[config.mk]
export PLATFORM = sky130hd
export DESIGN_NAME = lightgun_sched
export DESIGN_NICKNAME = d
export VERILOG_FILES = /design/src/rtl/lightgun_sched.sv
export SDC_FILE = /design/constraint.sdc
export NUM_CORES = 1
export LEC_CHECK = 0
export ABC_AREA = 1
export BUFFER_PORTS_ARGS = -buffer_cell sky130_fd_sc_hd__buf_4
export CAP_MARGIN = 10
export CORE_ASPECT_RATIO = 0.8
export CORE_MARGIN = 2
export CORE_UTILIZATION = 25
export CTS_CLUSTER_SIZE = 10
export DETAILED_ROUTE_END_ITERATION = 7
export GPL_TIMING_DRIVEN = 0
export PLACE_DENSITY = 0.5
export SYNTH_ARGS = -nofsm -noshare
export SYNTH_HDL_FRONTEND = slang
export SYNTH_SLANG_ARGS = --single-unit
[constraint.sdc]
create_clock -name CLK -period 1.7 [get_ports CLK]
set_input_delay 0 -clock CLK [delete_from_list [all_inputs] [get_ports CLK]]
set_output_delay 0 -clock CLK [all_outputs]
set_load 0.1 [all_outputs]
[src/rtl/lightgun_sched.sv]
// rtl/lightgun_sched.sv - two-gun light-sensor scheduler with beam tracking
module lightgun_sched #(
    parameter int PULSE_LEN = 8,
    parameter int HOLDOFF   = 2
) (
    input  logic       CLK,
    input  logic       RESET,
    input  logic       CE_PIX,
    input  logic       HDE,
    input  logic       VDE,
    input  logic [1:0] TRIG,
    input  logic [1:0] OFFSCREEN,
    input  logic [7:0] X0,
    input  logic [7:0] Y0,
    input  logic [7:0] X1,
    input  logic [7:0] Y1,
    output logic       SENSOR,
    output logic       SENSOR_ID,
    output logic [1:0] RELOAD,
    output logic       BUSY
);

    localparam int PW = (PULSE_LEN < 2) ? 1 : $clog2(PULSE_LEN + 1);
    localparam int HW = (HOLDOFF < 2) ? 1 : $clog2(HOLDOFF + 1);

    typedef enum logic [2:0] {
        S_IDLE,
        S_ARM,
        S_SCAN,
        S_FIRE,
        S_HOLD
    } state_t;

    state_t          state;
    state_t          state_nxt;

    logic [7:0]      hcnt;
    logic [7:0]      vcnt;
    logic            hde_d;
    logic            vde_d;
    logic            vde_rise;

    logic [1:0]      trig_d;
    logic [1:0]      trig_rise;
    logic [1:0]      pending;
    logic            rr_ptr;
    logic            grant;
    logic            gnt_id;
    logic [1:0]      grant_mask;

    logic [7:0]      tx;
    logic [7:0]      ty;
    logic            sel_off;
    logic            match;
    logic [PW-1:0]   pcnt;
    logic            pulse_last;
    logic [HW-1:0]   hold_cnt;
    logic            hold_last;

    // Beam position and edge detectors, advanced only on pixel enables
    always_ff @(posedge CLK or posedge RESET) begin
        if (RESET) begin
            hcnt  <= '0;
            vcnt  <= '0;
            hde_d <= 1'b0;
            vde_d <= 1'b0;
        end else if (CE_PIX) begin
            hde_d <= HDE;
            vde_d <= VDE;
            if (HDE) begin
                if (hcnt != 8'hFF) begin
                    hcnt <= hcnt + 8'd1;
                end
            end else begin
                hcnt <= '0;
            end
            if (!VDE) begin
                vcnt <= '0;
            end else if (hde_d && !HDE) begin
                vcnt <= vcnt + 8'd1;
            end
        end
    end

    // Frame start, target match, arbitration choice and pulse/holdoff terminal counts
    always_comb begin
        vde_rise   = CE_PIX && VDE && !vde_d;
        trig_rise  = TRIG & ~trig_d;
        sel_off    = OFFSCREEN[SENSOR_ID];
        match      = CE_PIX && VDE && HDE && (vcnt == ty) && (hcnt == tx);
        gnt_id     = (&pending) ? rr_ptr : pending[1];
        grant      = (state == S_IDLE) && (|pending);
        grant_mask = 2'b00;
        if (grant) begin
            grant_mask = gnt_id ? 2'b10 : 2'b01;
        end
        pulse_last = (pcnt == PW'(1));
        hold_last  = ((hold_cnt + HW'(1)) == HW'(HOLDOFF));
    end

    // Trigger edge capture, request queue and round-robin pointer
    always_ff @(posedge CLK or posedge RESET) begin
        if (RESET) begin
            trig_d    <= 2'b00;
            pending   <= 2'b00;
            rr_ptr    <= 1'b0;
            SENSOR_ID <= 1'b0;
        end else begin
            trig_d  <= TRIG;
            pending <= (pending & ~grant_mask) | trig_rise;
            if (grant) begin
                SENSOR_ID <= gnt_id;
                if (&pending) begin
                    rr_ptr <= ~rr_ptr;
                end
            end
        end
    end

    // Shot datapath: target latch, pulse timer, holdoff counter, sensor and reload outputs
    always_ff @(posedge CLK or posedge RESET) begin
        if (RESET) begin
            tx       <= '0;
            ty       <= '0;
            pcnt     <= '0;
            hold_cnt <= '0;
            SENSOR   <= 1'b0;
            RELOAD   <= 2'b00;
        end else begin
            RELOAD <= 2'b00;
            if (state == S_ARM && vde_rise) begin
                tx <= SENSOR_ID ? X1 : X0;
                ty <= SENSOR_ID ? Y1 : Y0;
                if (sel_off) begin
                    RELOAD <= SENSOR_ID ? 2'b10 : 2'b01;
                end
            end
            if (state == S_SCAN && match) begin
                pcnt   <= PW'(PULSE_LEN);
                SENSOR <= 1'b1;
            end else if (state == S_FIRE && CE_PIX) begin
                pcnt <= pcnt - PW'(1);
                if (pulse_last) begin
                    SENSOR <= 1'b0;
                end
            end
            if (state != S_HOLD) begin
                hold_cnt <= '0;
            end else if (vde_rise) begin
                hold_cnt <= hold_cnt + HW'(1);
            end
        end
    end

    // State register
    always_ff @(posedge CLK or posedge RESET) begin
        if (RESET) begin
            state <= S_IDLE;
        end else begin
            state <= state_nxt;
        end
    end

    // Next-state logic
    always_comb begin
        state_nxt = state;
        case (state)
            S_IDLE: begin
                if (|pending) begin
                    state_nxt = S_ARM;
                end
            end
            S_ARM: begin
                if (vde_rise) begin
                    state_nxt = sel_off ? S_HOLD : S_SCAN;
                end
            end
            S_SCAN: begin
                if (match) begin
                    state_nxt = S_FIRE;
                end else if (!VDE) begin
                    state_nxt = S_HOLD;
                end
            end
            S_FIRE: begin
                if (CE_PIX && pulse_last) begin
                    state_nxt = S_HOLD;
                end
            end
            S_HOLD: begin
                if (HOLDOFF == 0) begin
                    state_nxt = S_IDLE;
                end else if (vde_rise && hold_last) begin
                    state_nxt = S_IDLE;
                end
            end
            default: state_nxt = S_IDLE;
        endcase
    end

    // FSM outputs
    always_comb begin
        BUSY = (state != S_IDLE);
    end

endmodule

==> results_dict.tcl <==
set metrics [dict create \
    status "completed" \
    ys_seq_area_share_pct 44.0 \
    grt_pass1_wl_um 12300 \
    cts_root_buffer "clkbuf_16" \
    grt_pass1_vias 2597 \
    tightestPinTransition_ns 0.530 \
    io_pins 46 \
    track_usage_pct 11.9 \
    final_layout_size_suffix_gt1_share_pct 18.3 \
    p_leak_uw 0.00198 \
    wl_per_cell_um 11.2 \
    routed_wl_um 7220 \
    grt_use_met2_pct 18.3 \
    grt-ovfl-total 0 \
    finalCriticalPeriod_ns 1.59 \
    antenna_found_initial 0 \
    final_cell_mix "nand2_1, dfrtp_1, buf_4, nor2_1, inv_1" \
    synth_seq_cells 52 \
    hold_violations 0 \
    fmax_mhz 629 \
    drc 0 \
    maxCapViolCount 0 \
    syn-num-nets 449 \
    grt_start_max_net_pins 32 \
    cts_max_level 2 \
    grt_use_met1_pct 17.1 \
    syn_inst 403 \
    syn-cell-area_sq_um 2960 \
    p_comb_share_pct 42.4 \
    num_vias 2729 \
    slew_headroom_pct 64.6 \
    share_seq_of_total_power_pct 38.8 \
    ir_drop_v 0.000589 \
    p_switching_uw 2120 \
    clk-insertion-delay-late_ns 0.29 \
    die_x_um 126 \
    ys_warn_count 0 \
    synth-edff-count 0 \
    clk_pin_slew_ns 0.06 \
    layout_commonest_cell "nand2_1" \
    max_stage_delay_ns 0.37 \
    hpwl_um 5610 \
    critical_path_class "register to register" \
    drtPass1Iterations 4 \
    die_area_sq_um 12700 \
    met3_usage_pct 2.43 \
    p_total_uw 5070 \
    port_buffers 43 \
    clock_path_buffers 2 \
    cp.arrival_ns 1.80 \
    critPathCaptureType "register" \
    final_util_pct 35.3 \
    cp_max_fo 7 \
    critPathSlowestCell "dfrtp_1" \
    busiest_layer "met2" \
    min_path_type "input port to register" \
    fin_skew_ns 0.00338 \
    rows 35 \
    clockPowerShare_pct 18.7 \
    drt_first_iter_violations 124 \
    clock-sinks 52 \
    switching_share_pct 41.8 \
    synth_top_area_share_pct 44.0 \
    yosysUniqueCellTypes 37 \
    cts_made_buffers 5 \
    cp-start-kind "register" \
    synthArstFlopShare_pct 100 \
    setup_viol_count_final 0 \
    ys.flop_type "dfrtp_1" \
    rsz0062_at_grt "true" \
    synth_area_leaders "dfrtp_1, nand2_1, nor2_1" \
    fp.coreArea_sq_um 11500 \
    gp_congestion 0.786 \
    die_y_um 101 \
    path_common_cell "a21oi_1" \
    path_cells "ha_2 -> nand2_2 -> nor2_1 -> nand4_1 -> o21ai_4 -> buf_4 -> a21oi_1 -> a21oi_1" \
    fin_crit_sh_pct 93.5 \
    slew_viol_final 0 \
    diodes 0 \
    cts_tree "done" \
    initial_core_util_pct 25.7 \
    via_per_inst 4.24 \
    avgSynthCellArea_sq_um 7.34 \
    required_ns 1.92 \
    nets 543 \
    yosys.area.top_type "dfrtp_1" \
    ant_nets 0 \
    p_int_uw 2950 \
    area_growth_pct 37.6 \
    cellPowerDensity_nw_per_um2 1240 \
]
## registers in the layout, summed over array words and instances, names as in the netlist
signal,count
hcnt,8
tx,8
ty,8
vcnt,8
pcnt,4
state,3
RELOAD,2
hold_cnt,2
pending,2
trig_d,2
SENSOR,1
SENSOR_ID,1
hde_d,1
rr_ptr,1
vde_d,1
## synthesized netlist by cell type (2+ instances only)
cell type and count:
xor2_1 6, o31ai_1 2, nand3_2 2, nand2_1 127
nor3_1 6, inv_2 7, a21oi_1 8, xnor2_1 4
buf_2 4, nor2_2 3, o21ai_0 14, nor3_2 2
nand4_1 3, ha_1 5, nor2_1 49, dfrtp_1 52
o21ai_1 7, nand2_2 2, inv_1 46, nand3_1 22
a31oi_1 16
## stage by stage
step           std cells  cell area [sq um]  hold slack (ns)  TNS (ns)  worst slack, ns
4_1_cts              640               4020           0.0185         0          0.00700
2_1_floorplan        403               2970           0.0314         0          0.00645
3_3_place_gp         594               3480            0.122    -18.07           -0.512
6_report             644               4070           0.0178         0            0.111
3_5_place_dp         595               3500           0.0767         0           0.0223
5_1_grt              644               4070           0.0287   -0.0690          -0.0455
## path summary, 6_finish.rpt
kind / cells after the start / startpoint / slack (ns) / endpoint
max: 8 / hcnt[0]$_DFFE_PP0P_ / 0.11 / hcnt[2]$_DFFE_PP0P_
min: 2 / CE_PIX / 0.02 / hde_d$_DFFE_PP0P_
max reg2reg: 8 / hcnt[0]$_DFFE_PP0P_ / 0.11 / hcnt[2]$_DFFE_PP0P_
min reg2reg: 1 / trig_d[1]$_DFF_PP0_ / 0.41 / pending[1]$_DFF_PP0_
max in group asynchronous: 4 / RESET / 0.84 / ty[4]$_DFFE_PP0P_
min in group asynchronous: 3 / RESET / 0.31 / pcnt[3]$_DFFE_PP0P_
## critical path, delay by kind of cell, from the launching register on
kind                       cells  cell delay (ns)
AOI/OAI and AO/OA              3             0.45
DFF                            1             0.37
and+or+nand+nor                3             0.33
adders and majority gates      1             0.19
buffers and inverters          1             0.17
## layout make-up
type                            count  area (sq um)
Buffer                              7          45.0
Clock buffer                        6           129
Fill cell                        1210          7450
Inverter                           55           211
Multi-Input combinational cell    288          1430
Sequential cell                    52          1300
Tap cell                          148           185
Timing Repair Buffer               88           771
## power groups by stage
stage / clock, uW / combinational [uW] / sequential (uW)
6_report: 949 / 2150 / 1970
3_3_place_gp: 0 / 2060 / 1980
2_1_floorplan: 0 / 1530 / 1980
3_5_place_dp: 0 / 2080 / 1990
5_1_grt: 1020 / 2490 / 2030
4_1_cts: 975 / 2150 / 1970
## kinds of logic after synthesis
kind of cell,after synthesis,share of synthesized area (%)
flops,52,44.0
xor+xnor,10,2.96
compound gates,50,9.90
buf+inv,63,8.59
fa+ha+maj,5,2.12
simple gates,223,32.4
## routing by layer
metal / vias up / part of all wire, %
li1: 1454 / -
met2: 63 / 41
met1: 1206 / 53
met4: 0 / 0.87
met5: - / 0
met3: 6 / 4.9
## what timing repair did
item | in CTS | in global routing
setup endpoints to repair | 0 | 18
resized for setup | 0 | 4
buffers inserted | 0 | 5
hold buffers | 39 | 0
endpoints found under the hold margin | 45 | 0
Power figures use the tool's default switching activity.
